$ cat src/rtl/dct_loader.sv
// Sample FIFO plus Avalon-MM write master that loads the DCT slave.
// Optional Q0.(NBITS-1) to QM conversion: DCT_LOADER_REFORMAT_EN.
module dct_loader #(
    parameter int NBITS      = 16,
    parameter int MAX_LOG2   = 6,
    parameter int FIFO_DEPTH = 4
) (
    input  logic             Clock,
    input  logic             ResetN,
    input  logic             cfg_start,
    input  logic [4:0]       cfg_m,
    input  logic [3:0]       cfg_log2n,
    input  logic             s_valid,
    input  logic [NBITS-1:0] s_data,
    output logic             s_ready,
    output logic [7:0]       addr,
    output logic             write,
    output logic [NBITS-1:0] writedata,
    output logic             busy,
    output logic             done
);
    localparam int CW = MAX_LOG2 + 1;
    localparam int AW = $clog2(FIFO_DEPTH);

    typedef enum logic [2:0] {
        IDLE, WR_M, WR_SIZE, STREAM, FIN
    } state_t;

    state_t           state, state_nxt;
    logic [4:0]       m_q;
    logic [3:0]       l_q;
    logic [3:0]       l_in;
    logic [CW-1:0]    frame_len;
    logic [CW-1:0]    acc_cnt;
    logic [CW-1:0]    wr_cnt;

    logic [NBITS-1:0] mem [FIFO_DEPTH];
    logic [AW-1:0]    rd_ptr, wr_ptr;
    logic [AW:0]      occ;
    logic             fifo_full, fifo_empty;
    logic             push, pop, last;
    logic [NBITS-1:0] head, conv;

    logic [7:0]       addr_d;
    logic             write_d, done_d;
    logic [NBITS-1:0] wdata_d;

    assign l_in       = (cfg_log2n > 4'(MAX_LOG2)) ? 4'(MAX_LOG2) : cfg_log2n;
    assign frame_len  = CW'(1) << l_q;
    assign fifo_full  = (occ == (AW+1)'(FIFO_DEPTH));
    assign fifo_empty = (occ == '0);
    assign busy       = (state != IDLE);
    assign s_ready    = busy && !fifo_full && (acc_cnt < frame_len);
    assign push       = s_valid && s_ready;
    assign pop        = (state == STREAM) && !fifo_empty;
    assign last       = pop && ((wr_cnt + CW'(1)) == frame_len);
    assign head       = mem[rd_ptr];

`ifdef DCT_LOADER_REFORMAT_EN
    localparam logic signed [NBITS:0] POS_MAX = {2'b00, {(NBITS-1){1'b1}}};
    logic signed [NBITS:0] ext, rnd, sum, shifted;

    // Round half up by adding bit M-1 ahead of the arithmetic shift
    always_comb begin
        ext     = {head[NBITS-1], head};
        rnd     = (m_q != 5'd0) ? ((NBITS+1)'(1) <<< (m_q - 5'd1)) : '0;
        sum     = ext + rnd;
        shifted = sum >>> m_q;
        conv    = (shifted > POS_MAX) ? POS_MAX[NBITS-1:0]
                                      : shifted[NBITS-1:0];
    end
`else
    assign conv = head;
`endif

    always_ff @(posedge Clock or negedge ResetN) begin
        if (!ResetN) state <= IDLE;
        else         state <= state_nxt;
    end

    always_comb begin
        state_nxt = state;
        unique case (state)
            IDLE:    if (cfg_start) state_nxt = WR_M;
            WR_M:    state_nxt = WR_SIZE;
            WR_SIZE: state_nxt = STREAM;
            STREAM:  if (last) state_nxt = FIN;
            FIN:     state_nxt = IDLE;
            default: state_nxt = IDLE;
        endcase
    end

    always_comb begin
        addr_d  = 8'd0;
        write_d = 1'b0;
        wdata_d = writedata;
        done_d  = 1'b0;
        unique case (state)
            WR_M: begin
                addr_d  = 8'd2;
                write_d = 1'b1;
                wdata_d = NBITS'(m_q);
            end
            WR_SIZE: begin
                addr_d  = 8'd0;
                write_d = 1'b1;
                wdata_d = NBITS'(l_q);
            end
            STREAM: begin
                addr_d  = 8'd1;
                write_d = pop;
                if (pop) wdata_d = conv;
            end
            FIN:     done_d = 1'b1;
            default: ;
        endcase
    end

    always_ff @(posedge Clock or negedge ResetN) begin
        if (!ResetN) begin
            addr      <= '0;
            write     <= 1'b0;
            writedata <= '0;
            done      <= 1'b0;
        end else begin
            addr      <= addr_d;
            write     <= write_d;
            writedata <= wdata_d;
            done      <= done_d;
        end
    end

    always_ff @(posedge Clock or negedge ResetN) begin
        if (!ResetN) begin
            m_q     <= '0;
            l_q     <= '0;
            acc_cnt <= '0;
            wr_cnt  <= '0;
        end else if (state == IDLE) begin
            if (cfg_start) begin
                m_q     <= cfg_m;
                l_q     <= l_in;
                acc_cnt <= '0;
                wr_cnt  <= '0;
            end
        end else begin
            if (push) acc_cnt <= acc_cnt + CW'(1);
            if (pop)  wr_cnt  <= wr_cnt + CW'(1);
        end
    end

    always_ff @(posedge Clock or negedge ResetN) begin
        if (!ResetN) begin
            rd_ptr <= '0;
            wr_ptr <= '0;
            occ    <= '0;
        end else begin
            if (push) wr_ptr <= wr_ptr + AW'(1);
            if (pop)  rd_ptr <= rd_ptr + AW'(1);
            unique case ({push, pop})
                2'b10:   occ <= occ + (AW+1)'(1);
                2'b01:   occ <= occ - (AW+1)'(1);
                default: occ <= occ;
            endcase
        end
    end

    always_ff @(posedge Clock) begin
        if (push) mem[wr_ptr] <= s_data;
    end

endmodule

$ cat config.mk
export PLATFORM = sky130hd
export DESIGN_NAME = dct_loader
export DESIGN_NICKNAME = d
export VERILOG_FILES = /design/src/rtl/dct_loader.sv
export SDC_FILE = /design/constraint.sdc
export NUM_CORES = 1
export LEC_CHECK = 0
export CAP_MARGIN = 10
export CORE_ASPECT_RATIO = 1.25
export CORE_MARGIN = 4
export CORE_UTILIZATION = 34
export CTS_CLUSTER_SIZE = 40
export DETAILED_ROUTE_END_ITERATION = 10
export PLACE_DENSITY_LB_ADDON = 0.08
export SLEW_MARGIN = 5
export SYNTH_ARGS = -nofsm -noshare
export SYNTH_HDL_FRONTEND = slang
export SYNTH_SLANG_ARGS = --single-unit
$ cat constraint.sdc
create_clock -name Clock -period 4 [get_ports Clock]
set_input_delay 1 -clock Clock [delete_from_list [all_inputs] [get_ports Clock]]
set_output_delay 1 -clock Clock [all_outputs]
set_load 0.03 [all_outputs]
==> results of run 1 <==
[final cells by class]
cell class	instances	area, um2
fill	1410	8520
sequential	117	3250
multi-input combinational	224	1760
timing repair buffer	61	573
clock buffer	19	453
tap	182	228
clock inverter	13	193
inverter	11	41.3
[synth_stat cells, types with 5 or more instances]
cell type   n  share of area [%]
nand2b_1    5               0.60
o21ai_0    20                1.9
nor2_1     17                1.2
dfrtp_1    53                 26
and3_1      9                1.1
inv_1      11               0.79
nand3_1     6               0.58
clkbuf_1   10               0.72
xnor2_1    12                2.0
mux4_2     16                6.9
nand2_1    41                3.0
mux2i_1    11                2.1
buf_2       8               0.77
edfxtp_1   64                 37
ha_1       13                3.1
nor3_1      6               0.58
a22o_1     12                2.0
mux2_2      6                1.3
buf_4       7                1.0
a21oi_1    10               0.96
[logic make-up (layout without fill, tap and decap cells)]
kind of cell,after synthesis,after routing
buffers and inverters,40,104
adder cells (fa/ha/maj),14,14
XOR/XNOR,14,14
AND/OR/NAND/NOR,101,101
AO/OA/AOI/OAI,55,55
multiplexers,34,34
flip-flops,117,117
other,1,6
[state kept, by name, summed over array words and instances, names as in the netlist, 3 cells and up]
| signal | count |
|---|---|
| mem | 64 |
| writedata | 16 |
| acc_cnt | 7 |
| wr_cnt | 7 |
| m_q | 5 |
| l_q | 4 |
| occ | 3 |
| state | 3 |
[power by group through the flow]
| stage | Clock [mW] | Combinational (mW) | Sequential, mW |
|---|---|---|---|
| after global placement | 0 | 2.27 | 2.02 |
| after floorplan | 0 | 1.56 | 2.04 |
| after detailed placement | 0 | 2.30 | 2.02 |
| after global routing | 1.73 | 2.49 | 2.06 |
| final | 1.64 | 2.22 | 2.00 |
| after CTS | 1.68 | 2.29 | 2.01 |
[critical path, stage by stage (launching register included)]
cell and delay (ps):
dfrtp_1 500, nor3b_1 290, nand2_1 130, ha_1 320, a221oi_1 300, o211ai_1 210, nor2_4 230, clkbuf_2 250
[final timing paths]
path                              start           end  cells after the start
max                              l_q[2]       s_ready                      7
min                        writedata[0]  writedata[0]                      2
max reg2reg                      l_q[3]        occ[2]                     14
min reg2reg                writedata[0]  writedata[0]                      2
max in group asynchronous        ResetN     rd_ptr[0]                      2
min in group asynchronous        ResetN        occ[0]                      1
[layer usage]
layer,vias up,GRT usage (%)
li1,1484,-
met1,1576,15.5
met2,57,25.4
met3,14,3.64
met4,0,5.74
met5,-,0
[per-stage QoR]
stage               total power [mW]  util (%)  area (um2)  hold WS (ps)  setup slack [ps]
floorplan                       3.61         -        5220           459               714
global placement                4.29      39.0        5850           462               396
detailed placement              4.32      39.0        5850           470               325
CTS                             5.98      43.3        6500           483               144
global route                    6.29      43.3        6490           522               103
finish                          5.86      43.3        6490           476               357
[timing repair]
item | 4_1_cts | 5_1_grt
gates resized for setup | 1 | 2
setup buffers | 0 | 0
setup endpoints to repair | 1 | 1
==> impl_metrics.yaml, run 1 <==
clock_network:
  postCtsHoldBufs: 0
  cts_root_buf: "clkbuf_16"
  numClockSinks: 117
  cts_buffers: 17
  clock_path_buffers: 2
  cts.htree.levels: 4
  clk_latency_ps: 410
  clk_pin_slew_ps: 60
  cts_tree: "done"
worst_setup_path:
  cp_max_fo: 11
  required_ps: 3000
  reg2reg_slack_ps: 720
  cp-end-kind: "primary output"
  critPathLaunchType: "register"
  crit_arrival_ps: 2640
  critPathKind: "reg -> out"
drt:
  top_layer_used: "met4"
  route.met3.wl_um: 445
  wl_met2_mm: 6.06
  remaining_drc_errors: 0
  routed_wl_mm: 11.2
  vias: 3131
  vias_per_cell: 4.99
  drt-met1-wl_mm: 4.47
  wl_per_cell_um: 17.8
  drtPass1Iterations: 4
  drt_iter0_markers: 177
  drtAntennaViolNets: 0
sta:
  rsz0062_at_grt: "false"
  timing.final.crit_share_pct: 91.1
  final_max_slew_viol_count: 0
  max_freq_mhz: 275
  final.min_clock_period_ps: 3640
  setup_tns_ps: 0
  finalSetupViolations: 0
  worst_pin_slew_ps: 900
  slew_headroom_pct: 40.0
  hold_violations: 0
  skew_ps: 6.31
layout:
  drive_gt1_share_pct: 16.4
  final_cell_mix: "64 x edfxtp_1, 53 x dfrtp_1, 48 x clkdlybuf4s50_1"
  syn_to_final_growth_pct: 25.0
  n_antenna_cell: 0
  nNetsFinal: 475
  final_common_cell: "edfxtp_1"
  finalNonFillerCells: 627
grt:
  grt-ovfl-total: 0
  grt_pass1_vias: 3418
  grt_max_degree: 39
  globalRouteTotalUtil_pct: 14.0
  grt_first_pass_wirelength_mm: 18.4
  grt_antenna_before_repair: 0
job:
  cap_violations: 0
floorplan:
  die_h_um: 146
  initial_core_util_pct: 34.6
  fp.dieW_um: 119
  core_area_um2: 15000
  fp-row-count: 50
  ios: 57
  die_area_um2: 17300
outcome:
  status: "completed"
yosys:
  synth_compound_area_share_pct: 7.58
  seq_area_frac_synth_pct: 62.5
  synthAdderAreaFrac_pct: 3.51
  ys_types: 49
  synth-edff-count: 64
  synth_ff_type: "edfxtp_1"
  synth_top_family_by_area: "multiplexers"
  muxShareOfSynthArea_pct: 10.6
  synthArstFlopShare_pct: 45.3
  synth_xor_area_share_pct: 2.36
  synth_cells: 376
  mappedNetlistArea_um2: 5200
  synth-seq-cells: 117
  synth_simple_gate_area_share_pct: 9.32
  syn_avg_cell_area_um2: 13.8
  yosysWarnings: 0
power_and_ir_drop:
  combPwrFrac_pct: 37.9
  sequentialPowerShare_pct: 34.0
  intPower_mw: 3.77
  p_clk_share_pct: 28.0
  p_switching_mw: 2.09
  ir_drop_v: 0.000314
  power_density_nw_per_um2: 903
  switching_share_pct: 35.7
  p_leak_nw: 2.58
placed_design:
  dp_hpwl_mm: 7.32
  port_buffers: 50
  dp_cells: 595
  gp_congestion: 0.828
hold_path:
  min_path_type: "reg -> reg"
Power figures use the tool's default switching activity.
==> run 2, diff against run 1 <==
--- a/config.mk
+++ b/config.mk
@@ -7,11 +7,12 @@
 export LEC_CHECK = 0
 export CAP_MARGIN = 10
 export CORE_ASPECT_RATIO = 1.25
-export CORE_MARGIN = 4
+export CORE_MARGIN = 2
 export CORE_UTILIZATION = 34
 export CTS_CLUSTER_SIZE = 40
 export DETAILED_ROUTE_END_ITERATION = 10
 export PLACE_DENSITY_LB_ADDON = 0.08
+export RECOVER_POWER = 25
 export SLEW_MARGIN = 5
 export SYNTH_ARGS = -nofsm -noshare
 export SYNTH_HDL_FRONTEND = slang
==> run 2 against run 1 <==
Global-route usage is 1.1 points higher; clock skew up 2.1 ps; largest power group unchanged; critical path type unchanged; fmax decreased by 3.1%; total power shrank 1.2%; hold slack better by 1.5 ps; non-clock buffer count unchanged.
==> impl_metrics.yaml, run 2 (synthesized netlist as in run 1, its figures left out) <==
layout:
  nNetsFinal: 475
  top_register: "mem"
  drive_gt1_share_pct: 15.7
  seqCellArea_um2: 3250
  fillers: 1360
  final_common_cell: "edfxtp_1"
  final_cell_mix: "64 x edfxtp_1, 53 x dfrtp_1, 41 x nand2_1"
  largest_reg_flops: 64
  syn_to_final_growth_pct: 24.3
  largestRegisters: "mem (64), writedata (16)"
  multiInputGateArea_um2: 1760
floorplan:
  fp-row-count: 50
  fp.dieW_um: 115
  ios: 57
  die_h_um: 142
  core_area_um2: 15000
  initial_core_util_pct: 34.8
  die_area_um2: 16300
drt:
  drtPass1Iterations: 4
  top_layer_used: "met4"
  wl_per_cell_um: 17.9
  vias_per_cell: 4.99
  drt_iter0_markers: 136
  drtAntennaViolNets: 0
  routed_wl_mm: 11.3
  wl_met2_mm: 5.89
  route.met3.wl_um: 353
  vias: 3131
  drt-met1-wl_mm: 4.76
  remaining_drc_errors: 0
clock_network:
  numClockSinks: 117
  cts_resized: 1
  cts_tree: "done"
  cts_root_buf: "clkbuf_16"
  cts_buffers: 17
  clock_path_buffers: 2
  clk_pin_slew_ps: 60
  post-cts-setup-buffers: 0
  postCtsHoldBufs: 0
  clk_latency_ps: 410
  cts.htree.levels: 4
worst_setup_path:
  critPathLaunchType: "register"
  cpLargestDelayFamily: "simple AND/OR/NAND/NOR gates"
  cp_slowest_cell: "dfrtp_1"
  cp-end-kind: "primary output"
  crit_arrival_ps: 2760
  critPathKind: "reg -> out"
  cp.buffers_inverters: 1
  cp_max_fo: 11
  cpPeakStageDelay_ps: 500
  required_ps: 3000
  crit_chain: "nor3b_1, nand2_1, ha_1, a221oi_1, o211ai_1, nor2_4, dlygate4sd2_1"
sta:
  max_freq_mhz: 266
  timing.final.crit_share_pct: 93.9
  finalSetupViolations: 0
  skew_ps: 8.38
  slew_headroom_pct: 17.9
  final_max_slew_viol_count: 0
  final.min_clock_period_ps: 3760
  hold_violations: 0
  worst_pin_slew_ps: 1230
  setup_tns_ps: 0
  rsz0062_at_grt: "false"
power_and_ir_drop:
  p_leak_nw: 2.54
  p_switching_mw: 2.12
  power_density_nw_per_um2: 897
  sequentialPowerShare_pct: 34.9
  p_clk_share_pct: 26.6
  combPwrFrac_pct: 38.5
  intPower_mw: 3.67
  ir_drop_v: 0.000423
  switching_share_pct: 36.6
  finalPower_mw: 5.79
outcome:
  status: "completed"
hold_path:
  min_path_type: "reg -> reg"
grt:
  grt-ovfl-total: 0
  grt_max_degree: 35
  grt_pass1_vias: 3278
  grt_first_pass_wirelength_mm: 18.1
  globalRouteTotalUtil_pct: 15.1
  grt_antenna_before_repair: 1
placed_design:
  port_buffers: 50
  dp_hpwl_mm: 7.60
  gp_congestion: 0.833
job:
  cap_violations: 0
run 2: cell type report:
| class | instances | area share (%) |
|---|---|---|
| diodes | 1 | 0.0387 |
| clock buffers | 17 | 6.59 |
| clock inverters | 15 | 2.77 |
| inverters | 11 | 0.639 |
| multi-input cells | 224 | 27.2 |
| flip-flops and latches | 117 | 50.3 |
| well taps | 182 | 3.53 |
| repair buffers | 61 | 8.91 |
run 2: through the flow:
| step | worst slack, ps | cell area [um2] | hold WS, ps | utilization, % | cells |
|---|---|---|---|---|---|
| CTS | 231 | 6460 | 483 | 43.2 | 627 |
| floorplan | 714 | 5220 | 459 | - | 381 |
| global placement | 392 | 5850 | 470 | 39.2 | 595 |
| detailed placement | 390 | 5850 | 469 | 39.2 | 595 |
| global route | 46.4 | 6460 | 510 | 43.2 | 628 |
| finish | 242 | 6460 | 478 | 43.2 | 628 |
run 2: power groups by stage:
stage	Sequential, mW	Clock [mW]	Combinational [mW]
3_3_place_gp	2.04	0	2.28
2_1_floorplan	2.04	0	1.56
6_report	2.02	1.54	2.23
4_1_cts	2.03	1.57	2.29
5_1_grt	2.09	1.64	2.46
3_5_place_dp	2.05	0	2.30
run 2: final timing paths:
| path | slack [ps] | depth (start not counted) | startpoint | end |
|---|---|---|---|---|
| min in group asynchronous | 830 | 1 | ResetN | m_q[4] |
| setup / recovery | 240 | 7 | l_q[2] | s_ready |
| hold / removal | 480 | 2 | writedata[1] | writedata[1] |
| setup reg to reg | 710 | 14 | l_q[3] | occ[2] |
| hold reg to reg | 480 | 2 | writedata[1] | writedata[1] |
| max in group asynchronous | 2040 | 2 | ResetN | wr_cnt[0] |
run 2: per-layer routing:
metal	global-route usage (%)	vias to the layer above
met5	0	-
met4	6.35	0
met3	3.96	20
met2	25.6	64
met1	18.0	1563
li1	-	1484
run 2: worst register-to-register path: cells and delay by family, from the launching register on:
kind | cells | cell delay [ps]
flip-flops | 1 | 460
buffers and inverters | 2 | 120
AND/OR/NAND/NOR | 5 | 960
AO/OA/AOI/OAI | 2 | 540
adder cells (fa/ha/maj) | 3 | 830
XOR/XNOR | 2 | 300
==> run 3, diff against run 2 <==
--- a/config.mk
+++ b/config.mk
@@ -9,10 +9,10 @@
 export CORE_ASPECT_RATIO = 1.25
 export CORE_MARGIN = 2
 export CORE_UTILIZATION = 34
+export CTS_CLUSTER_DIAMETER = 150
 export CTS_CLUSTER_SIZE = 40
 export DETAILED_ROUTE_END_ITERATION = 10
 export PLACE_DENSITY_LB_ADDON = 0.08
-export RECOVER_POWER = 25
 export SLEW_MARGIN = 5
 export SYNTH_ARGS = -nofsm -noshare
 export SYNTH_HDL_FRONTEND = slang
==> run 3 against run 2 <==
Hold slack about the same; fmax shrank 0.13%; via count increased by 0.26%; largest cell class unchanged; highest routed layer unchanged.
==> impl_metrics.yaml, run 3 (synthesized netlist as in run 1, its figures left out) <==
grt:
  globalRouteTotalUtil_pct: 15.1
  grt-ovfl-total: 0
  grt_antenna_before_repair: 0
  grt_pass1_vias: 3278
  grt_max_degree: 35
  grt_first_pass_wirelength_mm: 18.1
clock_network:
  clk_pin_slew_ps: 60
  cts_root_buf: "clkbuf_16"
  cts.htree.levels: 4
  cts_tree: "done"
  postCtsHoldBufs: 0
  numClockSinks: 117
  clock_path_buffers: 2
  cts_buffers: 17
  clk_latency_ps: 410
  cts_resized: 1
  post-cts-setup-buffers: 0
drt:
  wl_per_cell_um: 18.0
  vias_per_cell: 5.01
  remaining_drc_errors: 0
  drtPass1Iterations: 4
  drtAntennaViolNets: 0
  drt_iter0_markers: 143
  routed_wl_mm: 11.3
  vias: 3139
worst_setup_path:
  cp-end-kind: "primary output"
  cpLargestDelayFamily: "simple AND/OR/NAND/NOR gates"
  critPathLaunchType: "register"
  required_ps: 3000
  cp_max_fo: 11
  cp.buffers_inverters: 1
  crit_chain: "nor3b_1, nand2_1, ha_1, a221oi_1, o211ai_1, nor2_4, dlygate4sd2_1"
  critPathKind: "reg -> out"
  regToRegStartpoint: "l_q[3]"
  crit_arrival_ps: 2760
  crit_start: "l_q[2]"
  cpPeakStageDelay_ps: 500
  cp_slowest_cell: "dfrtp_1"
sta:
  finalSetupViolations: 0
  rsz0062_at_grt: "false"
  skew_ps: 9.56
  setup_tns_ps: 0
  slew_headroom_pct: 42.9
  worst_pin_slew_ps: 856
  final_max_slew_viol_count: 0
  timing.final.crit_share_pct: 94.1
  hold_violations: 0
  max_freq_mhz: 266
  final.min_clock_period_ps: 3760
layout:
  drive_gt1_share_pct: 16.0
  nNetsFinal: 475
  syn_to_final_growth_pct: 24.2
  seqCellArea_um2: 3250
  multiInputGateArea_um2: 1760
  final_area_um2: 6460
  top_register: "mem"
  n_antenna_cell: 0
  final_common_cell: "edfxtp_1"
  largestRegisters: "mem (64), writedata (16)"
  fillers: 1360
  largest_reg_flops: 64
  final_cell_mix: "64 x edfxtp_1, 53 x dfrtp_1, 48 x clkdlybuf4s50_1"
placed_design:
  dp_hpwl_mm: 7.60
  port_buffers: 50
  gp_congestion: 0.833
  place_area_um2: 5850
job:
  cap_violations: 0
floorplan:
  die_h_um: 142
  core_area_um2: 15000
  ios: 57
  fp-row-count: 50
  die_area_um2: 16300
  initial_core_util_pct: 34.8
  fp.dieW_um: 115
outcome:
  status: "completed"
hold_path:
  min_path_type: "reg -> reg"
  worstHoldStart: "writedata[1]"
power_and_ir_drop:
  ir_drop_v: 0.000423
  power_density_nw_per_um2: 898
  p_leak_nw: 2.54
  finalPower_mw: 5.80
## run 3: changes by cell type in the layout (fill, tap and decap cells not counted), sizes merged
| cell | change |
|---|---|
| clkbuf | -1 |
| diode | -1 |
| dlygate4sd3 | -11 |
| buf | +1 |
| clkdlybuf4s50 | +11 |
## run 3: report_power, final
group / internal [mW] / switching [mW] / total [mW]
clock network: 0.982 / 0.560 / 1.54
logic: 1.00 / 1.23 / 2.23
registers: 1.69 / 0.328 / 2.02
## run 3: worst reg2reg max path: stages (launching register included)
cell	delay [ps]
dfrtp_1	460
nand2b_1	190
or3_1	320
ha_1	290
o41ai_2	80
a2111oi_4	460
nor2_4	130
and2_4	220
inv_1	60
ha_1	170
inv_1	60
fa_1	370
xor2_1	150
nor2_1	110
xor2_1	150
## run 3: metal layers
layer,global-route usage [%],share of wire (%),vias to the layer above
li1,-,-,1483
met3,3.96,3.0,19
met1,18.0,42,1575
met4,6.35,2.4,0
met2,25.6,52,62
met5,0,0,-
## run 3: stage by stage
stage               std cells  hold slack (ps)  utilization [%]  worst slack, ps
global placement          595              470             39.2              392
global route              627              510             43.2             46.4
floorplan                 381              459                -              714
finish                    627              478             43.2              237
detailed placement        595              469             39.2              390
CTS                       627              483             43.2              231
## run 3: area by class of cell
class,instances,area share [%]
Tap cell,182,3.53
Clock inverter,15,2.77
Inverter,11,0.639
Multi-Input combinational cell,224,27.2
Clock buffer,17,6.59
Timing Repair Buffer,61,8.93
Sequential cell,117,50.3
## run 3: worst paths after layout
check / slack (ps) / end / cells after the start
worst max-delay path: 240 / s_ready / 7
worst min-delay path: 480 / writedata[1] / 2
worst max register to register: 710 / occ[2] / 14
worst min register to register: 480 / writedata[1] / 2
max in group asynchronous: 2570 / wr_cnt[0] / 2
min in group asynchronous: 560 / m_q[4] / 1
